$ cat config.mk
export PLATFORM = sky130hd
export DESIGN_NAME = inta_sequencer_flat
export DESIGN_NICKNAME = d
export VERILOG_FILES = /design/src/rtl/inta_sequencer_if.sv /design/src/rtl/inta_sequencer.sv /design/src/flat_wrapper.sv
export SDC_FILE = /design/constraint.sdc
export NUM_CORES = 1
export LEC_CHECK = 0
export BUFFER_PORTS_ARGS = -buffer_cell sky130_fd_sc_hd__buf_2
export CAP_MARGIN = 20
export CELL_PAD_IN_SITES_DETAIL_PLACEMENT = 1
export CELL_PAD_IN_SITES_GLOBAL_PLACEMENT = 1
export CORE_UTILIZATION = 40
export DETAILED_ROUTE_END_ITERATION = 6
export PLACE_DENSITY = 0.85
export SLEW_MARGIN = 0
export SYNTH_ARGS = -nofsm -noshare
export SYNTH_HDL_FRONTEND = slang
export SYNTH_SLANG_ARGS = --single-unit
export TNS_END_PERCENT = 10
$ cat constraint.sdc
create_clock -name clk -period 3 [get_ports clk]
set_input_delay 0.15 -clock clk [delete_from_list [all_inputs] [get_ports clk]]
set_output_delay 0.15 -clock clk [all_outputs]
set_load 0.02 [all_outputs]
$ cat src/rtl/inta_sequencer_if.sv
// Signal bundle between the priority resolver / CPU side and the INTA sequencer.
interface inta_sequencer_if;
  logic [7:0] irr_req;
  logic       inta_n;
  logic [4:0] icw2_vec;
  logic       aeoi;
  logic       eoi_cmd;
  logic       seoi_cmd;
  logic [2:0] seoi_level;
  logic [7:0] isr_in;
  logic       int_out;
  logic [7:0] isr_set;
  logic [7:0] irr_clr;
  logic [7:0] int_done;
  logic [7:0] data_out;
  logic       data_oe;

  modport slave (
    input  irr_req, inta_n, icw2_vec, aeoi, eoi_cmd, seoi_cmd, seoi_level, isr_in,
    output int_out, isr_set, irr_clr, int_done, data_out, data_oe
  );

  modport master (
    output irr_req, inta_n, icw2_vec, aeoi, eoi_cmd, seoi_cmd, seoi_level, isr_in,
    input  int_out, isr_set, irr_clr, int_done, data_out, data_oe
  );
endinterface

$ cat src/rtl/inta_sequencer.sv
// 8259-style INTA sequencer: raises INT, runs the two-pulse acknowledge, drives the
// vector byte and produces the ISR set, IRR clear and ISR clear (EOI) pulses.
module inta_sequencer (
  input logic             clk,
  input logic             rst_n,
  inta_sequencer_if.slave bus
);
  typedef enum logic [2:0] {IDLE, PEND, ACK1, WAIT2, ACK2} state_e;

  state_e     state_q, state_d;
  logic       intaPrev_q;
  logic [2:0] level_q, level_d;
  logic       spurious_q, spurious_d;
  logic       intOut_q, intOut_d;
  logic       dataOe_q, dataOe_d;
  logic [7:0] dataOut_q, dataOut_d;
  logic [7:0] isrSet_q, isrSet_d;
  logic [7:0] irrClr_q, irrClr_d;
  logic [7:0] intDone_q, intDone_d;

  logic       intaFall, intaRise;
  logic [2:0] reqLevel;
  logic [7:0] eoiMask, aeoiMask;

  assign intaFall = intaPrev_q & ~bus.inta_n;
  assign intaRise = ~intaPrev_q & bus.inta_n;

  always_comb begin
    reqLevel = 3'd0;
    for (int i = 7; i >= 0; i--) begin
      if (bus.irr_req[i]) reqLevel = 3'(i);
    end
  end

  // Non-specific EOI isolates the lowest-index (highest-priority) in-service bit.
  always_comb begin
    eoiMask = 8'h00;
    if (bus.seoi_cmd)
      eoiMask = 8'h01 << bus.seoi_level;
    else if (bus.eoi_cmd)
      eoiMask = bus.isr_in & (~bus.isr_in + 8'h01);
  end

  always_comb begin
    state_d    = state_q;
    level_d    = level_q;
    spurious_d = spurious_q;
    intOut_d   = intOut_q;
    dataOe_d   = dataOe_q;
    dataOut_d  = dataOut_q;
    isrSet_d   = 8'h00;
    irrClr_d   = 8'h00;
    aeoiMask   = 8'h00;

    case (state_q)
      IDLE: begin
        if (bus.irr_req != 8'h00) begin
          state_d  = PEND;
          intOut_d = 1'b1;
        end
      end
      PEND: begin
        intOut_d = 1'b1;
        if (intaFall) begin
          intOut_d = 1'b0;
          state_d  = ACK1;
          // A request withdrawn before the acknowledge is answered as IR7 without touching IRR/ISR.
          if (bus.irr_req != 8'h00) begin
            level_d    = reqLevel;
            spurious_d = 1'b0;
            isrSet_d   = bus.irr_req;
            irrClr_d   = bus.irr_req;
          end else begin
            level_d    = 3'd7;
            spurious_d = 1'b1;
          end
        end
      end
      ACK1: begin
        if (intaRise) state_d = WAIT2;
      end
      WAIT2: begin
        if (intaFall) begin
          dataOut_d = {bus.icw2_vec, level_q};
          dataOe_d  = 1'b1;
          state_d   = ACK2;
        end
      end
      ACK2: begin
        if (intaRise) begin
          dataOut_d = 8'h00;
          dataOe_d  = 1'b0;
          state_d   = IDLE;
          if (bus.aeoi && !spurious_q) aeoiMask = 8'h01 << level_q;
        end
      end
      default: begin
        state_d   = IDLE;
        intOut_d  = 1'b0;
        dataOe_d  = 1'b0;
        dataOut_d = 8'h00;
      end
    endcase
  end

  assign intDone_d = eoiMask | aeoiMask;

  always_ff @(posedge clk or negedge rst_n) begin
    if (!rst_n) begin
      state_q    <= IDLE;
      intaPrev_q <= 1'b1;
      level_q    <= 3'd0;
      spurious_q <= 1'b0;
      intOut_q   <= 1'b0;
      dataOe_q   <= 1'b0;
      dataOut_q  <= 8'h00;
      isrSet_q   <= 8'h00;
      irrClr_q   <= 8'h00;
      intDone_q  <= 8'h00;
    end else begin
      state_q    <= state_d;
      intaPrev_q <= bus.inta_n;
      level_q    <= level_d;
      spurious_q <= spurious_d;
      intOut_q   <= intOut_d;
      dataOe_q   <= dataOe_d;
      dataOut_q  <= dataOut_d;
      isrSet_q   <= isrSet_d;
      irrClr_q   <= irrClr_d;
      intDone_q  <= intDone_d;
    end
  end

  assign bus.int_out  = intOut_q;
  assign bus.data_oe  = dataOe_q;
  assign bus.data_out = dataOut_q;
  assign bus.isr_set  = isrSet_q;
  assign bus.irr_clr  = irrClr_q;
  assign bus.int_done = intDone_q;
endmodule

$ cat src/flat_wrapper.sv
// flat-port wrapper written by rule: the top's interface ports become plain ports
module inta_sequencer_flat 
  (clk, rst_n, bus_irr_req, bus_inta_n, bus_icw2_vec, bus_aeoi, bus_eoi_cmd, bus_seoi_cmd, bus_seoi_level, bus_isr_in, bus_int_out, bus_isr_set, bus_irr_clr, bus_int_done, bus_data_out, bus_data_oe);
  inta_sequencer_if bus_i ();
  input logic clk;
  input logic rst_n;
  input wire logic [$bits(bus_i.irr_req)-1:0] bus_irr_req;
  input wire logic [$bits(bus_i.inta_n)-1:0] bus_inta_n;
  input wire logic [$bits(bus_i.icw2_vec)-1:0] bus_icw2_vec;
  input wire logic [$bits(bus_i.aeoi)-1:0] bus_aeoi;
  input wire logic [$bits(bus_i.eoi_cmd)-1:0] bus_eoi_cmd;
  input wire logic [$bits(bus_i.seoi_cmd)-1:0] bus_seoi_cmd;
  input wire logic [$bits(bus_i.seoi_level)-1:0] bus_seoi_level;
  input wire logic [$bits(bus_i.isr_in)-1:0] bus_isr_in;
  output wire logic [$bits(bus_i.int_out)-1:0] bus_int_out;
  output wire logic [$bits(bus_i.isr_set)-1:0] bus_isr_set;
  output wire logic [$bits(bus_i.irr_clr)-1:0] bus_irr_clr;
  output wire logic [$bits(bus_i.int_done)-1:0] bus_int_done;
  output wire logic [$bits(bus_i.data_out)-1:0] bus_data_out;
  output wire logic [$bits(bus_i.data_oe)-1:0] bus_data_oe;
  assign bus_i.irr_req = bus_irr_req;
  assign bus_i.inta_n = bus_inta_n;
  assign bus_i.icw2_vec = bus_icw2_vec;
  assign bus_i.aeoi = bus_aeoi;
  assign bus_i.eoi_cmd = bus_eoi_cmd;
  assign bus_i.seoi_cmd = bus_seoi_cmd;
  assign bus_i.seoi_level = bus_seoi_level;
  assign bus_i.isr_in = bus_isr_in;
  assign bus_int_out = bus_i.int_out;
  assign bus_isr_set = bus_i.isr_set;
  assign bus_irr_clr = bus_i.irr_clr;
  assign bus_int_done = bus_i.int_done;
  assign bus_data_out = bus_i.data_out;
  assign bus_data_oe = bus_i.data_oe;
  inta_sequencer u_core (.clk(clk), .rst_n(rst_n), .bus(bus_i));
endmodule
# Word level (Yosys, flattened, before mapping)

Cells that the tools add are included.

Shift-type cells: 2
Bitwise gates (word level): 9
Mux-type cells: 33
Add/subtract/negate cells: 1
Reductions and logical operators: 10
Equal/unequal tests: 9

Operator list:

| operator                                              | number |
|---|---|
| two-way mux 8 bit                                     | 10 |
| two-way mux 3 bit                                     | 14 |
| one-hot mux 8 bit (3 select lines)                    | 1 |
| left shift 1 x 3 -> 8 bit, first input constant       | 2 |
| one-hot mux 3 bit (5 select lines)                    | 1 |
| inequality test 2 x 1 -> 1 bit, second input constant | 5 |
| adder 8 x 1 -> 8 bit, second input constant           | 1 |
| bitwise AND 8 bit                                     | 1 |
| inverter 8 bit                                        | 1 |
| bitwise OR 8 bit                                      | 1 |
| nonzero test 8 bit                                    | 1 |
| == test 3 x 2 -> 1 bit, second input constant         | 2 |
| one-hot mux 1 bit (3 select lines)                    | 2 |
| OR reduction 3 bit                                    | 2 |
| two-way mux 1 bit                                     | 5 |
| AND reduction 5 bit                                   | 1 |
| inverter 1 bit                                        | 4 |
| AND reduction 2 bit                                   | 2 |
| == test 3 x 1 -> 1 bit, second input constant         | 1 |
| == test 3 bit, second input constant                  | 1 |
| zero test 3 bit                                       | 1 |
| AND reduction 3 bit                                   | 1 |
| bitwise AND 1 bit                                     | 2 |
| logical AND 1 bit                                     | 1 |
| zero test 1 bit                                       | 1 |

Output and inout port bits: 34
Bits in registers: 34
Input bits: 30
Word-level logic and storage cells: 73

# Logic depth before layout (Yosys ltp)

Gate-level depths: netlist (run 1).

Word-level depth: 9
Gate-level depth with buffers: 6
Mapped depth without buffers: 3

# Worst setup path before layout (run 1)

No wires, ideal clock.

Path type: register to register
Start point: register u_core.intaPrev_q
End point: register u_core.level_q[1]
Required time: 2875 ps
Period minus slack after synthesis: 1579 ps
Cell stages (with the launch flop): 5
Setup slack: 1421 ps
Path buffers: 1
Arrival: 1454 ps
Library setup time: 125 ps
Cell sequence: dfstp_2 clkbuf_2 and4bb_1 and2_0 mux2_2

Longest elaborated chain between the ends: 2

Ends and longest elaborated chain:

| item                                 | line                  | text |
|---|---|---|
| start: declaration                   | inta_sequencer.sv:11  | `logic intaPrev_q;` |
| start signal: assignment             | inta_sequencer.sv:122 | `intaPrev_q <= bus.inta_n;` |
| bitwise AND 1 bit                    | inta_sequencer.sv:25  | `assign intaFall = intaPrev_q & ~bus.inta_n;` |
| AND reduction 2 bit (no source line) | -                     |  |
| end signal: assignment               | inta_sequencer.sv:123 | `level_q <= level_d;` |
| end: declaration                     | inta_sequencer.sv:12  | `logic [2:0] level_q, level_d;` |

Every way passes these cells.
A chain may end at the register's enable or synchronous reset.

# Worst setup path after layout (run 1)

Start point: register u_core.intaPrev_q
End point: register u_core.spurious_q

Longest elaborated chain between the ends: 2

Ends and longest elaborated chain:

| item                                 | line                  | text |
|---|---|---|
| bitwise AND 1 bit                    | inta_sequencer.sv:25  |  |
| AND reduction 2 bit (no source line) | -                     |  |
| end signal: assignment               | inta_sequencer.sv:124 | `spurious_q <= spurious_d;` |
| end: declaration                     | inta_sequencer.sv:13  | `logic spurious_q, spurious_d;` |

Every way passes these cells.

==> results by group, run 1 <==
Outcome
  – Outcome: complete, no violations

Yosys
  – Gate Count Post-Synth: 158
  – Ys async rst share: 1.00
  – Register bit count reported by yosys: 34
  – Ys flop type: dfrtp_1
  – Cell Area, Synth: 0.00174 mm2
  – Number of synthesized flops with an enable pin: 0
  – Yosys warns: 0
  – Sequential area share after synthesis: 0.489
  – Ranking of synthesized cells by area: dfrtp_1, a32o_1, buf_4
  – Synth top area share: 0.474
  – Syn_area_per_cell: 11.0 um2
  – Leading area contributor after synthesis: dfrtp_1
  – Synth cell types: 47
  – Syn_nets: 188

Clock tree
  – Buffer count from post-CTS setup fixing: 0
  – Skew-Pair Late Insertion Delay: 280 ps
  – Clock root cell: clkbuf_8
  – Maximum buffer depth of the clock tree: 2
  – Cts bufs inserted: 5
  – H-tree levels: 2
  – CTS tree: yes
  – CTS sink cnt: 34
  – Clk slew on worst S/H paths: 70 ps

Placed design
  – Dpl ws: 1190 ps
  – Cells after DPL: 254
  – Routability cong.: 0.837
  – Dpl hpwl: 3190 um
  – Number of port buffers: 63

STA
  – Final cycle utilization of the critical path: 0.618
  – Slew Limit Fails: 0
  – Max Freq: 539 MHz
  – RSZ-0062 raised after global routing: false
  – Setup-failing EPs final: 0
  – Final hold slack: 53.9 ps
  – Rel. slew slack: 0.495
  – Setup Skew: 8.44 ps
  – Final WS setup: 1150 ps
  – Worst-margin pin slew: 758 ps
  – Setup TNS Final: 0 ps
  – Min Clock Period, post-route: 1850 ps
  – Final Hold Viols: 0

Global routing
  – Overflow after GRT: 0
  – Initial antenna violation count: 0
  – Largest net degree at the start of global routing: 35
  – GRT Total Usage: 0.206
  – First-pass GRT wire length: 7020 um
  – Vias in the first global route: 1456

Routing
  – DRT Pass-1 Iters: 4
  – Remaining antenna violation count after routing: 0
  – Vias post-DR: 1458
  – Vias/cell: 5.54
  – Routed WL: 4290 um
  – Residual DRC: 0
  – Initial DRC Count: 57
  – DR WL/cell: 16.3 um

Worst hold path
  – Class of the worst hold path: in -> reg

Layout
  – Diodes inserted: 0
  – Final non-filler cell total: 263
  – Layout cells sized above 1: 0.413
  – Layout Nets: 242
  – Util after Layout: 0.513
  – # fillers: 496
  – Synth-to-Final Area Change: 20.3%

Critical path
  – Worst-path fanout max: 11
  – Crit path required time: 3170 ps
  – Crit Path Category: reg -> reg
  – Critical Path AT: 2020 ps
  – Startpoint type of the worst setup path: register
  – Setup crit end kind: register

Pwr
  – Peak VDD IR: 0.407 mV
  – Leakage power: 1.07 nW
  – P per Cell Area: 707 mW/mm2

Die
  – IO Pins: 64
  – Core Box Area: 0.00409 mm2
  – Initial Util: 0.426
  – Die area: 0.00462 mm2
  – Rows: 23
  – Chip width: 68.0 um
  – Die Ht: 68.0 um

Flow run
  – Max cap viols: 0
cell type report:
| class | count | area [um2] | area share |
|---|---|---|---|
| Tap cell | 50 | 62.6 | 0.0299 |
| Inverter | 4 | 15.0 | 0.00716 |
| Sequential cell | 34 | 852 | 0.407 |
| Multi-Input combinational cell | 103 | 749 | 0.358 |
| Timing Repair Buffer | 64 | 325 | 0.155 |
| Clock buffer | 7 | 86.3 | 0.0412 |
| Clock inverter | 1 | 5.00 | 0.00239 |
registers in the layout, indices dropped and copies added (netlist names):
register	cells
u_core.intaPrev_q	1
u_core.state_q	3
u_core.level_q	3
u_core.spurious_q	1
u_core.bus.data_out	8
u_core.bus.int_out	1
u_core.bus.isr_set	8
u_core.bus.data_oe	1
u_core.bus.int_done	8
per-layer routing:
layer  wire [um]  vias to the layer above  GRT usage
met5           0                        -          0
met4          25                        0     0.0443
met3         214                        4     0.0500
met2        2170                       39      0.341
met1        1890                      716      0.271
li1            -                      699          -
power by group:
group	switching (mW)	leakage (nW)	internal [mW]
clock network	0.163	0.0482	0.185
registers	0.112	0.448	0.558
logic	0.273	0.577	0.190
kinds of logic (layout without fill, tap and decap cells):
| family | after synthesis | after routing | share of synthesized area |
|---|---|---|---|
| flops | 34 | 34 | 0.489 |
| buf+inv | 21 | 76 | 0.0805 |
| mux | 3 | 3 | 0.0187 |
| simple gates | 68 | 68 | 0.270 |
| xor+xnor | 1 | 1 | 0.00503 |
| compound gates | 31 | 31 | 0.137 |
cells in the final DEF (no fill, tap or decap), types with 4 or more instances in the layout:
| cell type | Yosys | layout |
|---|---|---|
| buf_2 | 0 | 63 |
| nand4b_1 | 5 | 5 |
| o21ai_0 | 5 | 5 |
| nand4_1 | 4 | 4 |
| nor2b_1 | 4 | 4 |
| a32o_1 | 8 | 8 |
| nand3_1 | 8 | 8 |
| and3_2 | 8 | 8 |
| dfrtp_1 | 33 | 33 |
| clkbuf_8 | 0 | 6 |
| nor3_1 | 5 | 5 |
| a21oi_1 | 6 | 6 |
| inv_1 | 4 | 4 |
| nor2_1 | 8 | 8 |
| nand2_1 | 4 | 4 |
worst max-delay path: stages (launching register included):
cell and delay, ps:
dfstp_2 600, and4bb_1 430, and2_0 340, mux2_2 370
Yosys cell counts, types with 2 or more instances:
library cell  count
a21oi_1           6
a32o_1            8
and3_2            8
and3b_1           3
and4bb_2          2
buf_4            10
buf_6             3
clkbuf_1          3
dfrtp_1          33
inv_1             4
mux2_2            2
nand2_1           4
nand3_1           8
nand4_1           4
nand4b_1          5
nor2_1            8
nor2b_1           4
nor3_1            5
nor3b_1           3
nor4bb_1          2
o21ai_0           5
o21ai_2           2
or4_1             2
path summary, 6_finish.rpt:
kind	endpoint	from	depth (start not counted)	slack, ps
max reg2reg	u_core.spurious_q	u_core.intaPrev_q	3	1150
min	u_core.intaPrev_q	bus_inta_n	1	50
min in group asynchronous	u_core.bus.isr_set[7]	rst_n	2	470
max in group asynchronous	u_core.bus.int_done[6]	rst_n	2	2040
max	u_core.spurious_q	u_core.intaPrev_q	3	1150
min reg2reg	u_core.bus.data_out[7]	u_core.bus.data_out[7]	1	520
per-stage QoR:
stage	power, mW	cell area [um2]
floorplan	1.01	1740
global placement	1.12	1990
detailed placement	1.14	1990
global route	1.57	2100
CTS	1.49	2100
finish	1.48	2100
repair_timing:
| item | in CTS | in global routing |
|---|---|---|
| hold buffers | 1 | 0 |
| endpoints found under the hold margin | 33 | 0 |
| resized for setup | 0 | 0 |
(Power assumes the default switching activity.)
==> run 2: changes to the inputs <==
--- a/config.mk
+++ b/config.mk
@@ -9,9 +9,9 @@
 export CAP_MARGIN = 20
 export CELL_PAD_IN_SITES_DETAIL_PLACEMENT = 1
 export CELL_PAD_IN_SITES_GLOBAL_PLACEMENT = 1
-export CORE_UTILIZATION = 40
+export CORE_UTILIZATION = 33
 export DETAILED_ROUTE_END_ITERATION = 6
-export PLACE_DENSITY = 0.85
+export PLACE_DENSITY = 0.75
 export SLEW_MARGIN = 0
 export SYNTH_ARGS = -nofsm -noshare
 export SYNTH_HDL_FRONTEND = slang
==> constraint.sdc (replaced) <==
create_clock -name clk -period 1.53 [get_ports clk]
set_input_delay 0.0765 -clock clk [delete_from_list [all_inputs] [get_ports clk]]
set_output_delay 0.0765 -clock clk [all_outputs]
set_load 0.02 [all_outputs]
==> results by group, run 2 (synthesis gave the netlist of run 1 again) <==
Placed design
  – Dpl hpwl: 3250 um
  – Number of port buffers: 63
  – Routability cong.: 0.737
  – Placed Area: 0.00208 mm2
  – Cells after DPL: 282

Routing
  – Initial DRC Count: 46
  – Remaining antenna violation count after routing: 0
  – Routed WL: 4330 um
  – Vias/cell: 5.11
  – DRT Pass-1 Iters: 4
  – Vias post-DR: 1502
  – DR WL/cell: 14.7 um
  – Residual DRC: 0

STA
  – Rel. slew slack: 0.719
  – Slew Limit Fails: 0
  – RSZ-0062 raised after global routing: false
  – Max Freq: 681 MHz
  – Worst-margin pin slew: 422 ps
  – Final Hold Viols: 0
  – Setup-failing EPs final: 0
  – Setup Skew: 4.25 ps
  – Final cycle utilization of the critical path: 0.959
  – Setup TNS Final: 0 ps
  – Min Clock Period, post-route: 1470 ps

Global routing
  – Largest net degree at the start of global routing: 35
  – Overflow after GRT: 0
  – Vias in the first global route: 1485
  – First-pass GRT wire length: 7150 um
  – GRT Total Usage: 0.174
  – Initial antenna violation count: 0

Layout
  – Layout Nets: 253
  – Most frequent cells in the layout: buf_2, dfrtp_1
  – Design area: 0.00221 mm2
  – Final non-filler cell total: 294
  – Most common cell after layout, fill and taps aside: buf_2
  – Synth-to-Final Area Change: 27.1%
  – Util after Layout: 0.433
  – Diodes inserted: 0
  – Layout cells sized above 1: 0.433
  – # fillers: 622

Critical path
  – Critical Path AT: 1640 ps
  – Crit Path Category: reg -> reg
  – Slowest stage delay, CP: 610 ps
  – Crit-path cells: and4bb_1, and2_4, mux2_2
  – Crit path from: u_core.intaPrev_q
  – Crit path required time: 1710 ps
  – Worst path slowest cell: dfstp_2
  – Setup crit end kind: register
  – Worst-path fanout max: 10
  – Critical R2R Launch: u_core.intaPrev_q
  – Startpoint type of the worst setup path: register

Pwr
  – P per Cell Area: 1360 mW/mm2
  – Leakage power: 1.13 nW
  – Peak VDD IR: 0.345 mV

Worst hold path
  – Hold Startpoint: bus_icw2_vec[3]
  – Class of the worst hold path: in -> reg

Clock tree
  – Cts bufs inserted: 5
  – H-tree levels: 2
  – Clk slew on worst S/H paths: 60 ps
  – Maximum buffer depth of the clock tree: 2
  – Clock root cell: clkbuf_8
  – CTS sink cnt: 34
  – Skew-Pair Late Insertion Delay: 290 ps
  – CTS tree: yes

Flow run
  – Max cap viols: 0

Die
  – Die Ht: 74.7 um
  – Die area: 0.00557 mm2
  – Rows: 26
  – Chip width: 74.7 um
  – Core Box Area: 0.00511 mm2
  – Initial Util: 0.341
  – IO Pins: 64

Outcome
  – Outcome: complete, no violations
[run 2: cell types whose count changed in the layout (fill, tap and decap cells not counted), sizes merged]
cell         delta
dlygate4sd3     +3
buf             +8
[run 2: stage by stage]
stage,total power [mW],hold slack [ps],setup WS (ps)
floorplan,1.98,-219,43.3
global placement,2.30,126,95.6
detailed placement,2.34,128,65.4
CTS,3.04,2.93,58.4
global route,3.19,15.9,9.03
finish,3.00,5.83,62.4
[run 2: report_power, final]
part | leakage, nW | internal (mW) | total (mW) | switching, mW
combinational | 0.633 | 0.446 | 1.02 | 0.573
sequential | 0.448 | 1.10 | 1.30 | 0.205
clock | 0.0482 | 0.363 | 0.684 | 0.322
total | 1.13 | 1.91 | 3.00 | 1.10
[run 2: critical path, delay by kind of cell, from the launching register on]
family           cells  cell delay, ps
flip-flops           1             610
AND/OR/NAND/NOR      2             420
multiplexers         1             330
[run 2: final cells by class]
type,count,area (um2),area share
sequential,34,852,0.385
multi-input combinational,103,752,0.340
timing repair buffer,75,415,0.188
tap,70,87.6,0.0396
clock buffer,7,86.3,0.0390
inverter,4,15.0,0.00678
clock inverter,1,5.00,0.00226
[run 2: final timing paths]
kind / end / slack [ps] / cells past startpoint
setup / recovery: u_core.level_q[1] / 60 / 3
hold / removal: u_core.bus.data_out[6] / 6 / 2
setup reg to reg: u_core.level_q[1] / 60 / 3
hold reg to reg: u_core.bus.data_oe / 510 / 1
max in group asynchronous: u_core.intaPrev_q / 860 / 3
min in group asynchronous: u_core.bus.isr_set[6] / 340 / 3
[run 2: per-layer routing]
| metal | wire length [um] | share of wire | GRT usage |
|---|---|---|---|
| met2 | 2130 | 0.49 | 0.279 |
| met1 | 1950 | 0.45 | 0.224 |
| met5 | 0 | 0 | 0 |
| met3 | 166 | 0.038 | 0.0402 |
| met4 | 87 | 0.020 | 0.0818 |
[run 2: what timing repair did]
action,in CTS,in global routing
hold buffers,4,0
setup endpoints to repair,0,0
gates resized for setup,0,0
hold endpoints to repair,36,0
setup buffers,0,0
